[config.mk]
export PLATFORM = sky130hd
export DESIGN_NAME = segment_density_monitor_flat
export DESIGN_NICKNAME = d
export VERILOG_FILES = /design/src/rtl/segment_density_monitor_if.sv /design/src/rtl/segment_density_monitor.sv /design/src/flat_wrapper.sv
export SDC_FILE = /design/constraint.sdc
export NUM_CORES = 1
export LEC_CHECK = 0
export ABC_AREA = 0
export CAP_MARGIN = 20
export CORE_UTILIZATION = 30
export CTS_BUF_LIST = sky130_fd_sc_hd__clkbuf_8
export CTS_CLUSTER_SIZE = 14
export DETAILED_ROUTE_END_ITERATION = 8
export PLACE_DENSITY = 0.61
export SLEW_MARGIN = 25
export SYNTH_ARGS = -nofsm -noshare
export SYNTH_HDL_FRONTEND = slang
export SYNTH_SLANG_ARGS = --single-unit
[constraint.sdc]
create_clock -name clk -period 5.3 [get_ports clk]
set_input_delay 1.06 -clock clk [delete_from_list [all_inputs] [get_ports clk]]
set_output_delay 1.06 -clock clk [all_outputs]
set_load 0.03 [all_outputs]
[src/rtl/segment_density_monitor_if.sv]
// Stream/result bundle between the segment-mask source, the density monitor and its consumer.
interface segment_density_monitor_if #(
  parameter int unsigned NB_SEGMENTS   = 120,
  parameter int unsigned WINDOW_FRAMES = 64,
  parameter int unsigned COUNTERSIZE   = 4
);
  localparam int unsigned OnesW = $clog2(NB_SEGMENTS * WINDOW_FRAMES + 1);

  logic                   start;
  logic                   abort;
  logic                   rnd_valid;
  logic [NB_SEGMENTS-1:0] rnd;
  logic                   busy;
  logic                   result_valid;
  logic                   result_ready;
  logic [OnesW-1:0]       ones_total;
  logic [COUNTERSIZE-1:0] est_code;

  modport master (
    output start, abort, rnd_valid, rnd, result_ready,
    input  busy, result_valid, ones_total, est_code
  );

  modport slave (
    input  start, abort, rnd_valid, rnd, result_ready,
    output busy, result_valid, ones_total, est_code
  );
endinterface

[src/rtl/segment_density_monitor.sv]
// Counts ON segments over a window of frames and decodes the density into a probability code.
module segment_density_monitor #(
  parameter int unsigned NB_SEGMENTS   = 120,
  parameter int unsigned WINDOW_FRAMES = 64,
  parameter int unsigned COUNTERSIZE   = 4
) (
  input logic                   clk,
  input logic                   rst_n,
  segment_density_monitor_if.slave bus
);
  localparam int unsigned Total = NB_SEGMENTS * WINDOW_FRAMES;
  localparam int unsigned AccW  = $clog2(Total + 1);
  localparam int unsigned PopW  = $clog2(NB_SEGMENTS + 1);
  localparam int unsigned FrmW  = $clog2(WINDOW_FRAMES);

  localparam logic [63:0] Th99 = 64'(Total) * 64'd99;
  localparam logic [63:0] Th94 = 64'(Total) * 64'd94;
  localparam logic [63:0] Th85 = 64'(Total) * 64'd85;
  localparam logic [63:0] Th75 = 64'(Total) * 64'd75;
  localparam logic [63:0] Th65 = 64'(Total) * 64'd65;
  localparam logic [63:0] Th55 = 64'(Total) * 64'd55;

  typedef enum logic [1:0] {StIdle, StAccum, StCalc, StDone} state_e;

  state_e                 r_state;
  logic [FrmW-1:0]        r_frames;
  logic [AccW-1:0]        r_acc;
  logic [AccW-1:0]        r_ones_total;
  logic [COUNTERSIZE-1:0] r_est_code;
  logic                   r_result_valid;

  logic [PopW-1:0]        w_pop;
  logic [63:0]            w_scaled;
  logic [COUNTERSIZE-1:0] w_code;

  always_comb begin
    w_pop = '0;
    for (int i = 0; i < int'(NB_SEGMENTS); i++) begin
      w_pop = w_pop + PopW'(bus.rnd[i]);
    end
  end

  // Exact integer compare of 100*ones against K*Total avoids any division.
  assign w_scaled = 64'(r_acc) * 64'd100;

  always_comb begin
    if      (w_scaled >= Th99) w_code = COUNTERSIZE'(0);
    else if (w_scaled >= Th94) w_code = COUNTERSIZE'(1);
    else if (w_scaled >= Th85) w_code = COUNTERSIZE'(2);
    else if (w_scaled >= Th75) w_code = COUNTERSIZE'(3);
    else if (w_scaled >= Th65) w_code = COUNTERSIZE'(4);
    else if (w_scaled >= Th55) w_code = COUNTERSIZE'(5);
    else                       w_code = COUNTERSIZE'(6);
  end

  always_ff @(posedge clk or negedge rst_n) begin
    if (!rst_n) begin
      r_state        <= StIdle;
      r_frames       <= '0;
      r_acc          <= '0;
      r_ones_total   <= '0;
      r_est_code     <= '0;
      r_result_valid <= 1'b0;
    end else if (bus.abort && (r_state != StIdle)) begin
      r_state        <= StIdle;
      r_frames       <= '0;
      r_acc          <= '0;
      r_result_valid <= 1'b0;
    end else begin
      unique case (r_state)
        StIdle: begin
          // A frame arriving with start is deliberately dropped.
          if (bus.start) begin
            r_frames <= '0;
            r_acc    <= '0;
            r_state  <= StAccum;
          end
        end
        StAccum: begin
          if (bus.rnd_valid) begin
            r_acc    <= r_acc + AccW'(w_pop);
            r_frames <= r_frames + 1'b1;
            if (r_frames == FrmW'(WINDOW_FRAMES - 1)) r_state <= StCalc;
          end
        end
        StCalc: begin
          r_ones_total   <= r_acc;
          r_est_code     <= w_code;
          r_result_valid <= 1'b1;
          r_state        <= StDone;
        end
        StDone: begin
          if (bus.result_ready) begin
            r_result_valid <= 1'b0;
            r_state        <= StIdle;
          end
        end
        default: r_state <= StIdle;
      endcase
    end
  end

  assign bus.busy         = (r_state == StAccum) || (r_state == StCalc);
  assign bus.result_valid = r_result_valid;
  assign bus.ones_total   = r_ones_total;
  assign bus.est_code     = r_est_code;
endmodule

[src/flat_wrapper.sv]
// flat-port wrapper written by rule: the top's interface ports become plain ports
module segment_density_monitor_flat 
#(
  parameter int unsigned NB_SEGMENTS   = 120,
  parameter int unsigned WINDOW_FRAMES = 64,
  parameter int unsigned COUNTERSIZE   = 4
)
  (clk, rst_n, bus_start, bus_abort, bus_rnd_valid, bus_rnd, bus_result_ready, bus_busy, bus_result_valid, bus_ones_total, bus_est_code);
  segment_density_monitor_if #(.NB_SEGMENTS(NB_SEGMENTS), .WINDOW_FRAMES(WINDOW_FRAMES), .COUNTERSIZE(COUNTERSIZE)) bus_i ();
  input logic clk;
  input logic rst_n;
  input wire logic [$bits(bus_i.start)-1:0] bus_start;
  input wire logic [$bits(bus_i.abort)-1:0] bus_abort;
  input wire logic [$bits(bus_i.rnd_valid)-1:0] bus_rnd_valid;
  input wire logic [$bits(bus_i.rnd)-1:0] bus_rnd;
  input wire logic [$bits(bus_i.result_ready)-1:0] bus_result_ready;
  output wire logic [$bits(bus_i.busy)-1:0] bus_busy;
  output wire logic [$bits(bus_i.result_valid)-1:0] bus_result_valid;
  output wire logic [$bits(bus_i.ones_total)-1:0] bus_ones_total;
  output wire logic [$bits(bus_i.est_code)-1:0] bus_est_code;
  assign bus_i.start = bus_start;
  assign bus_i.abort = bus_abort;
  assign bus_i.rnd_valid = bus_rnd_valid;
  assign bus_i.rnd = bus_rnd;
  assign bus_i.result_ready = bus_result_ready;
  assign bus_busy = bus_i.busy;
  assign bus_result_valid = bus_i.result_valid;
  assign bus_ones_total = bus_i.ones_total;
  assign bus_est_code = bus_i.est_code;
  segment_density_monitor #(.NB_SEGMENTS(NB_SEGMENTS), .WINDOW_FRAMES(WINDOW_FRAMES), .COUNTERSIZE(COUNTERSIZE)) u_core (.clk(clk), .rst_n(rst_n), .bus(bus_i));
endmodule
Word level (Yosys, flattened, before mapping)
Cells that the tools add are included.
Word-level totals
  word-level logic and storage cells: 176
  memories: 0
  flip-flop bits (word level): 39
  bits in read-only memories: 0
  latch bits: 0
  input bits: 126
  output and inout port bits: 19
  bits in writable memories: 0
Operators by class
  reductions and logical operators: 10
  add/subtract/negate cells: 121
  $lt $le $gt $ge: 6
  shift operators: 0
  bitwise operators: 1
  div/mod/pow operators: 0
  multipliers: 1
  eq/ne operators: 8
  muxes and demuxes: 23
Operators by type and width (count)
  7-bit by 1-bit adder with 7-bit output: 118
  20-bit >= comparator, second input constant: 4
  20-bit by 19-bit >= comparator with 1-bit output, second input constant: 2
  13-bit two-way mux: 3
  13-bit case mux with 2 select lines: 1
  4-bit two-way mux: 5
  13-bit by 5-bit multiplier with 18-bit output, second input constant: 1
  6-bit two-way mux: 3
  13-bit by 7-bit adder with 13-bit output: 1
  2-bit two-way mux: 6
  6-bit case mux with 2 select lines: 1
  3-bit by 2-bit != test with 1-bit output, second input constant: 3
  2-bit case mux with 4 select lines: 1
  6-bit by 1-bit adder with 6-bit output, second input constant: 1
  6-bit equality test, second input constant: 1
  3-bit nonzero test: 2
  2-bit equality test, second input constant: 2
  2-bit AND reduction: 2
  4-bit AND reduction: 1
  3-bit by 1-bit != test with 1-bit output, second input constant: 1
  3-bit AND reduction: 1
  1-bit by 1-bit adder with 2-bit output: 1
  2-bit by 1-bit equality test with 1-bit output, second input constant: 1
  2-bit zero test: 1
  other kinds (6): 7

Longest topological paths before layout
Gate-level depths: netlist (run 1).
  word-level depth: 123
  gate-level depth with buffers: 30

Least setup slack after synthesis (run 1)
OpenSTA, ideal clock, no wires.
  path type: input port to flip-flop
  from: input port bus_rnd[0]
  to: register u_core.r_acc[12]
  path buffers: 0
  data arrival time: 8.332 ns
  slack: -3.101 ns
  stages: 22
  setup time: 0.069 ns
  cells stage by stage: ha_1 > inv_1 > fa_1 > fa_1 > fa_1 > fa_1 > fa_1 > fa_1 > fa_1 > fa_1 > fa_1 > fa_1 > fa_1 > fa_1 > nor2b_1 > o21ai_0 > a21boi_0 > o21ai_0 > a21boi_0 > o211ai_1 > or4_1 > nand3_1
On the way
  cells in the longest elaborated chain, start to end: 123
Ends and longest elaborated chain
  from (decl): RTL line flat_wrapper.sv:15  | input wire logic [$bits(bus_i.rnd)-1:0] bus_rnd;
  1-bit by 1-bit adder with 2-bit output: RTL line segment_density_monitor.sv:39  | w_pop = w_pop + PopW'(bus.rnd[i]);
  7-bit by 1-bit adder with 7-bit output (118 in a row): RTL line segment_density_monitor.sv:39
  13-bit by 7-bit adder with 13-bit output: RTL line segment_density_monitor.sv:81  | r_acc <= r_acc + AccW'(w_pop);
  13-bit two-way mux: RTL line segment_density_monitor.sv:80  | if (bus.rnd_valid) begin
  13-bit case mux with 2 select lines: RTL line segment_density_monitor.sv:70  | unique case (r_state)
  13-bit two-way mux: RTL line segment_density_monitor.sv:64  | end else if (bus.abort && (r_state != StIdle)) begin
  to (signal assigned): RTL line segment_density_monitor.sv:81
  to (decl): RTL line segment_density_monitor.sv:27  | logic [AccW-1:0] r_acc;
Every way passes these cells. The select of a mux whose other input is x is not followed.
A chain may end at the register's enable or synchronous reset.

Final worst setup path (run 1)
  from: input port bus_rnd[54]
  to: register u_core.r_acc[12]
On the way
  cells in the longest elaborated chain, start to end: 70
Ends and longest elaborated chain (RTL line)
  7-bit by 1-bit adder with 7-bit output (66 in a row): segment_density_monitor.sv:39
  13-bit by 7-bit adder with 13-bit output: segment_density_monitor.sv:81
  13-bit two-way mux: segment_density_monitor.sv:80
  13-bit case mux with 2 select lines: segment_density_monitor.sv:70
  13-bit two-way mux: segment_density_monitor.sv:64
Every way passes these cells. The select of a mux whose other input is x is not followed.

==> run metrics, run 1 <==
cts bufs inserted 5; Worst Setup Start Kind primary input; kind of end point of the critical path flop; final hold violations 0; number of synthesized flops with an enable pin 0; H-Tree Depth 2; final setup fails 13; detailed-router iteration count before antenna repair 4; Layout Skew 0.00578 ns; Ant. Diodes 0; Worst-Skew Late Latency 0.30 ns; most common cell in the netlist inv_1; worst path bufs/invs 7; DRT Wirelength 13.8 mm; Synth Instances 707; Placed Cells 1130; drt drc 0; Final ANT Viol Nets 0; top_reg_cell synth dfrtp_1; GR Util All Layers 12.7%; IO Count 145; post-route cell area 8760 um2; routed length per instance 12.1 um; post-synthesis sequential area ratio 14.2%; post-synth top area share 35.0%; vias in the first global route 5141; Starting DRT DRC Count 121; Worst-Margin Slew 0.832 ns; most frequent cells after synthesis inv_1 (207), fa_1 (117), ha_1 (77), o21ai_0 (42); Req. time, crit path 5.54 ns; Layout Cells excl Fill 1142; first-pass GRT wire length 23.4 mm; Die H 151 um; core area 21800 um2; average size of a mapped cell 9.46 um2; CTS root buffer clkbuf_8; via count 5131; status finished with violations; Hold Buf Count CTS 0; Placement Cell Area 8530 um2; Final HPWL DP 12.2 mm; die area 22900 um2; layout cells sized above 1 12.9%; largest net degree at the start of global routing 39; FMAX 124 MHz; Mapped Area 6690 um2; clock-pin slew on the worst setup and hold paths 0.09 ns; post-synthesis register bit count 38; Row Count 54; Reg area 951 um2; TritonCTS clock tree yes; CP arrival 8.30 ns; R2R setup slack 0.92 ns; Routability Congestion 0.843; vias per inst 4.49; largest cells by area after synthesis fa_1 (35%), ha_1 (14%), dfrtp_1 (14%), inv_1 (12%), o21ai_0 (3.1%); CTS max path bufs 2; Final Max Slew Viols 0; Post-synth ARST share 100%; CP max stage cell fa_1; CP max FO 4; Synthesized Nets 1027; Layout fillers 2191; minimum clock period 8.06 ns; CP peak stage delay 0.52 ns; unrepaired setup endpoints after global routing yes; Slew headroom 44.4%; Final Cycle Share 152%; PnR worst setup slack -2.76 ns; failing checks negative setup slack; crit-path most repeated cell fa_1; Area growth syn-to-layout 31.0%; Multi-input gate area 5100 um2; type of the worst setup path in -> reg; Layout Nets 1181; initial core utilization 30.7%; post-place setup slack -3.56 ns; Hold Crit Class reg -> reg; Horiz. Die Dim 151 um; leading area contributor after synthesis fa_1; unique cell type count in the Yosys netlist 68; antenna violations before repair 0; delay-heaviest family, CP adder cells; GRT overflow 0; CTS Sinks 38; yosys warns 0; Max-Cap Viols 0; Port Buffers 143; Hold WS 0.481 ns
[what timing repair did]
action | CTS | global route
endpoints found under the setup margin | 13 | 13
setup buffers | 4 | 3
resized for setup | 161 | 22
pin swaps | 51 | 12
[stage by stage]
step | setup TNS (ns) | util [%]
6_report | -30.13 | 40.2
5_1_grt | -33.27 | 40.2
4_1_cts | -30.02 | 39.8
3_5_place_dp | -41.23 | 39.1
3_3_place_gp | -40.38 | 39.1
2_1_floorplan | -30.76 | -
[tightest hold or removal path, delay by kind of cell, from the launching register on]
kind / cells / cell delay, ns
AOI/OAI and AO/OA: 1 / 0.06
DFF: 1 / 0.35
and+or+nand+nor: 1 / 0.04
[cell usage in the layout, fill, tap and decap left out, types with 4 or more instances in the layout]
master / synthesis / routed
clkdlybuf4s50_1: 0 / 87
clkbuf_8: 0 / 6
o31ai_1: 5 / 4
o21ai_1: 1 / 11
a21o_1: 6 / 6
o211ai_1: 6 / 6
clkdlybuf4s15_1: 0 / 15
a211oi_1: 6 / 6
o21ai_0: 42 / 28
buf_4: 1 / 13
buf_6: 1 / 10
fa_1: 117 / 110
a21oi_1: 13 / 8
nor4_1: 5 / 5
o21a_1: 6 / 6
nand2_1: 38 / 38
nor2b_1: 6 / 4
a21oi_4: 1 / 4
dfrtp_1: 38 / 38
fa_2: 0 / 7
nand2b_1: 5 / 5
buf_2: 3 / 12
xor2_1: 5 / 4
nand4_1: 4 / 4
a31oi_1: 4 / 4
ha_4: 0 / 4
ha_1: 77 / 72
dlygate4sd2_1: 0 / 21
inv_2: 0 / 18
inv_1: 207 / 189
xnor2_1: 9 / 7
nor2_1: 23 / 23
nand3_1: 9 / 9
[logic make-up after synthesis]
group / after synthesis / share of synthesized area (%)
buffers and inverters: 220 / 12.6
adders and majority gates: 194 / 49.4
AOI/OAI and AO/OA: 123 / 12.7
and+or+nand+nor: 114 / 8.72
DFF: 38 / 14.2
xor gates and xnor gates: 14 / 1.83
muxes: 3 / 0.505
other: 1 / 0.0561
[state kept, by name, indices dropped and copies added (netlist names)]
register and flops:
u_core.r_acc 13, u_core.r_state 2, u_core.r_frames 6, u_core.bus.ones_total 13, u_core.bus.result_valid 1, u_core.bus.est_code 3
[area by class of cell]
type,count,share of cell area (%)
clock buffer,6,0.942
clock inverter,2,0.143
inverter,207,8.87
multi-input combinational,449,58.2
sequential,38,10.8
tap,280,4.00
timing repair buffer,160,17.0
[layer usage]
metal | track usage (%) | wire length [um] | vias to the layer above | part of all wire (%)
li1 | - | - | 2523 | -
met1 | 16.1 | 6110 | 2495 | 44
met2 | 22.5 | 6980 | 109 | 50
met3 | 2.50 | 697 | 4 | 5.0
met4 | 1.50 | 58 | 0 | 0.42
met5 | 0 | 0 | - | 0
[final timing paths]
path                                                      start                                   end  cells after the start
min in group asynchronous                                 rst_n    u_core.bus.est_code[0]$_DFFE_PN0P_                      1
hold / removal             u_core.bus.ones_total[9]$_DFFE_PN0P_  u_core.bus.ones_total[9]$_DFFE_PN0P_                      2
setup reg to reg                    u_core.r_acc[1]$_DFFE_PN0P_    u_core.bus.est_code[1]$_DFFE_PN0P_                     12
max in group asynchronous                                 rst_n           u_core.r_acc[1]$_DFFE_PN0P_                      1
hold reg to reg            u_core.bus.ones_total[9]$_DFFE_PN0P_  u_core.bus.ones_total[9]$_DFFE_PN0P_                      2
setup / recovery                                    bus_rnd[54]          u_core.r_acc[12]$_DFFE_PN0P_                     29
Power of run 1 is left out: the tool's default activity adds up to more than one toggle a clock period on the data nets, which glitch-free logic cannot reach.
==> run 2: changes to the inputs <==
CORE_ASPECT_RATIO = 1.25   (was unset)
==> run 2 against run 1 <==
Against the previous run:
- the run still ends with negative setup slack left
- count of clock-buffer cells in the layout is the same
- register-to-register slack lost 0.05 ns
- routed wire length shrank 1.2%
- sequential share of layout area grew 0.080 points
- sequential cell count is the same
- final area shrank 0.73%
- clock skew grew 0.00089 ns
- first-iteration DRC count shrank 5.0%
- worst hold slack lost 0.0038 ns
- final cell count shrank 0.18%
- global-route usage grew 0.22 points
- critical endpoint unchanged
==> run metrics, run 2 (same netlist as run 1, synthesis figures left out) <==
first-pass GRT wire length 23.9 mm (+2.3%); detailed-router iteration count before antenna repair 4 (unchanged); Layout Skew 0.00667 ns (+0.000894 ns); CP max stage cell fa_1; Layout fillers 2198 (+0.32%); Slew headroom 41.2% (-3.2 points); Row Count 60 (+11%); Max-Cap Viols 0 (unchanged); failing checks negative setup slack; type of the worst setup path in -> reg; Hold Crit Class reg -> reg; antenna violations before repair 0 (unchanged); Worst-Margin Slew 0.880 ns (+0.0483 ns); Worst-Skew Late Latency 0.30 ns (about the same); final hold violations 0 (unchanged); TritonCTS clock tree yes; crit-path most repeated cell fa_1; DRT Wirelength 13.7 mm (-1.2%); Multi-input gate area 5060 um2 (-0.74%); Routability Congestion 0.791 (-6.2%); initial core utilization 30.8% (+0.18 points); worst-path cell chain buf_6, ha_4, inv_2, fa_1, fa_1, fa_1, fa_1, fa_2, fa_1, fa_1, fa_1, fa_1, fa_2, fa_2, fa_2, nor2b_4, o21ai_2, a21boi_2, o21ai_2, a21boi_2, o211ai_1, or4_1, nand3_1; Final Max Slew Viols 0 (unchanged); minimum clock period 8.03 ns (-0.0270 ns); Final Cycle Share 152% (-0.51 points); Hold Buf Count CTS 0 (unchanged); commonest non-fill, non-tap cells in the layout inv_1 (193), fa_1 (110), clkdlybuf4s50_1 (87); via count 5118 (-0.25%); CP max FO 4 (unchanged); vias per inst 4.49 (about the same); Die H 169 um (+12%); CP arrival 8.27 ns (-0.03 ns); Reg area 951 um2 (unchanged); Starting DRT DRC Count 115 (-5.0%); unrepaired setup endpoints after global routing yes; die area 22900 um2 (about the same); CTS max path bufs 2 (unchanged); Horiz. Die Dim 136 um (-10%); PnR worst setup slack -2.73 ns (+0.0270 ns); Ant. Diodes 0 (unchanged); largest net degree at the start of global routing 39 (unchanged); vias in the first global route 5466 (+6.3%); CP peak stage delay 0.54 ns (+0.02 ns); final setup fails 13 (unchanged); Area growth syn-to-layout 30.1%; GR Util All Layers 12.9% (+0.22 points); FMAX 124 MHz (+0.34%); status finished with violations; Layout Nets 1180 (-0.085%); Placed Cells 1127 (-0.27%); Final HPWL DP 12.2 mm (+0.34%); core area 21700 um2 (-0.58%); Layout Cells excl Fill 1140 (-0.18%); drt drc 0 (unchanged); CTS Sinks 38 (unchanged); routed length per instance 12.0 um (-1.1%); Port Buffers 143 (unchanged); Req. time, crit path 5.54 ns (about the same); CTS root buffer clkbuf_8; H-Tree Depth 2 (unchanged); kind of end point of the critical path flop; cts bufs inserted 5 (unchanged); IO Count 145 (unchanged); GRT overflow 0 (unchanged); commonest non-fill, non-tap cell in the layout inv_1; clock-pin slew on the worst setup and hold paths 0.08 ns (about the same); layout cells sized above 1 11.4% (-1.5 points); Final ANT Viol Nets 0 (unchanged); Worst Setup Start Kind primary input
## run 2: final cells by class
cell class / count / share of cell area, %
Multi-Input combinational cell: 449 / 58.2
Timing Repair Buffer: 159 / 16.9
Sequential cell: 38 / 10.9
Inverter: 207 / 8.93
Tap cell: 279 / 4.01
Clock buffer: 6 / 0.949
Clock inverter: 2 / 0.144
## run 2: final timing paths
path                                                            from  cells past startpoint                                    to  slack [ns]
worst min-delay path            u_core.bus.ones_total[9]$_DFFE_PN0P_                      2  u_core.bus.ones_total[9]$_DFFE_PN0P_        0.48
worst max-delay path                                      bus_rnd[1]                     23          u_core.r_acc[12]$_DFFE_PN0P_       -2.73
worst min register to register  u_core.bus.ones_total[9]$_DFFE_PN0P_                      2  u_core.bus.ones_total[9]$_DFFE_PN0P_        0.48
max in group asynchronous                                      rst_n                      1  u_core.bus.ones_total[0]$_DFFE_PN0P_        3.88
min in group asynchronous                                      rst_n                      1         u_core.r_state[1]$_DFFE_PN0P_        0.87
worst max register to register           u_core.r_acc[1]$_DFFE_PN0P_                     12    u_core.bus.est_code[1]$_DFFE_PN0P_        0.87
## run 2: stage by stage
stage          setup WS (ns)  setup TNS (ns)  hold WS [ns]  instance area [um2]  utilization (%)
2_1_floorplan          -2.75          -30.76         0.451                 6720                -
3_3_place_gp           -3.50          -40.25         0.461                 8510             39.2
3_5_place_dp           -3.52          -40.63         0.470                 8510             39.2
4_1_cts                -2.76          -30.15         0.488                 8680             40.0
5_1_grt                -3.07          -33.75         0.509                 8700             40.1
6_report               -2.73          -30.17         0.478                 8700             40.1
## run 2: per-layer routing
metal	up-vias	global-route usage (%)	part of all wire (%)
li1	2531	-	-
met1	2484	14.3	40
met2	96	24.7	55
met3	7	2.49	4.6
met4	0	2.93	0.99
met5	-	0	0
## run 2: worst max-delay path, delay by kind of cell
kind / cells / cell delay [ns]
adder cells (fa/ha/maj): 13 / 5.82
buffers and inverters: 2 / 0.13
AO/OA/AOI/OAI: 5 / 0.62
AND/OR/NAND/NOR: 3 / 0.64
## run 2: what timing repair did
action                                  CTS  global route
setup buffers                             5             1
pin swaps                                56            14
hold endpoints to repair                  0             0
gates resized for setup                 137            19
endpoints found under the setup margin   13            13
Power of run 2 is left out for the same reason.
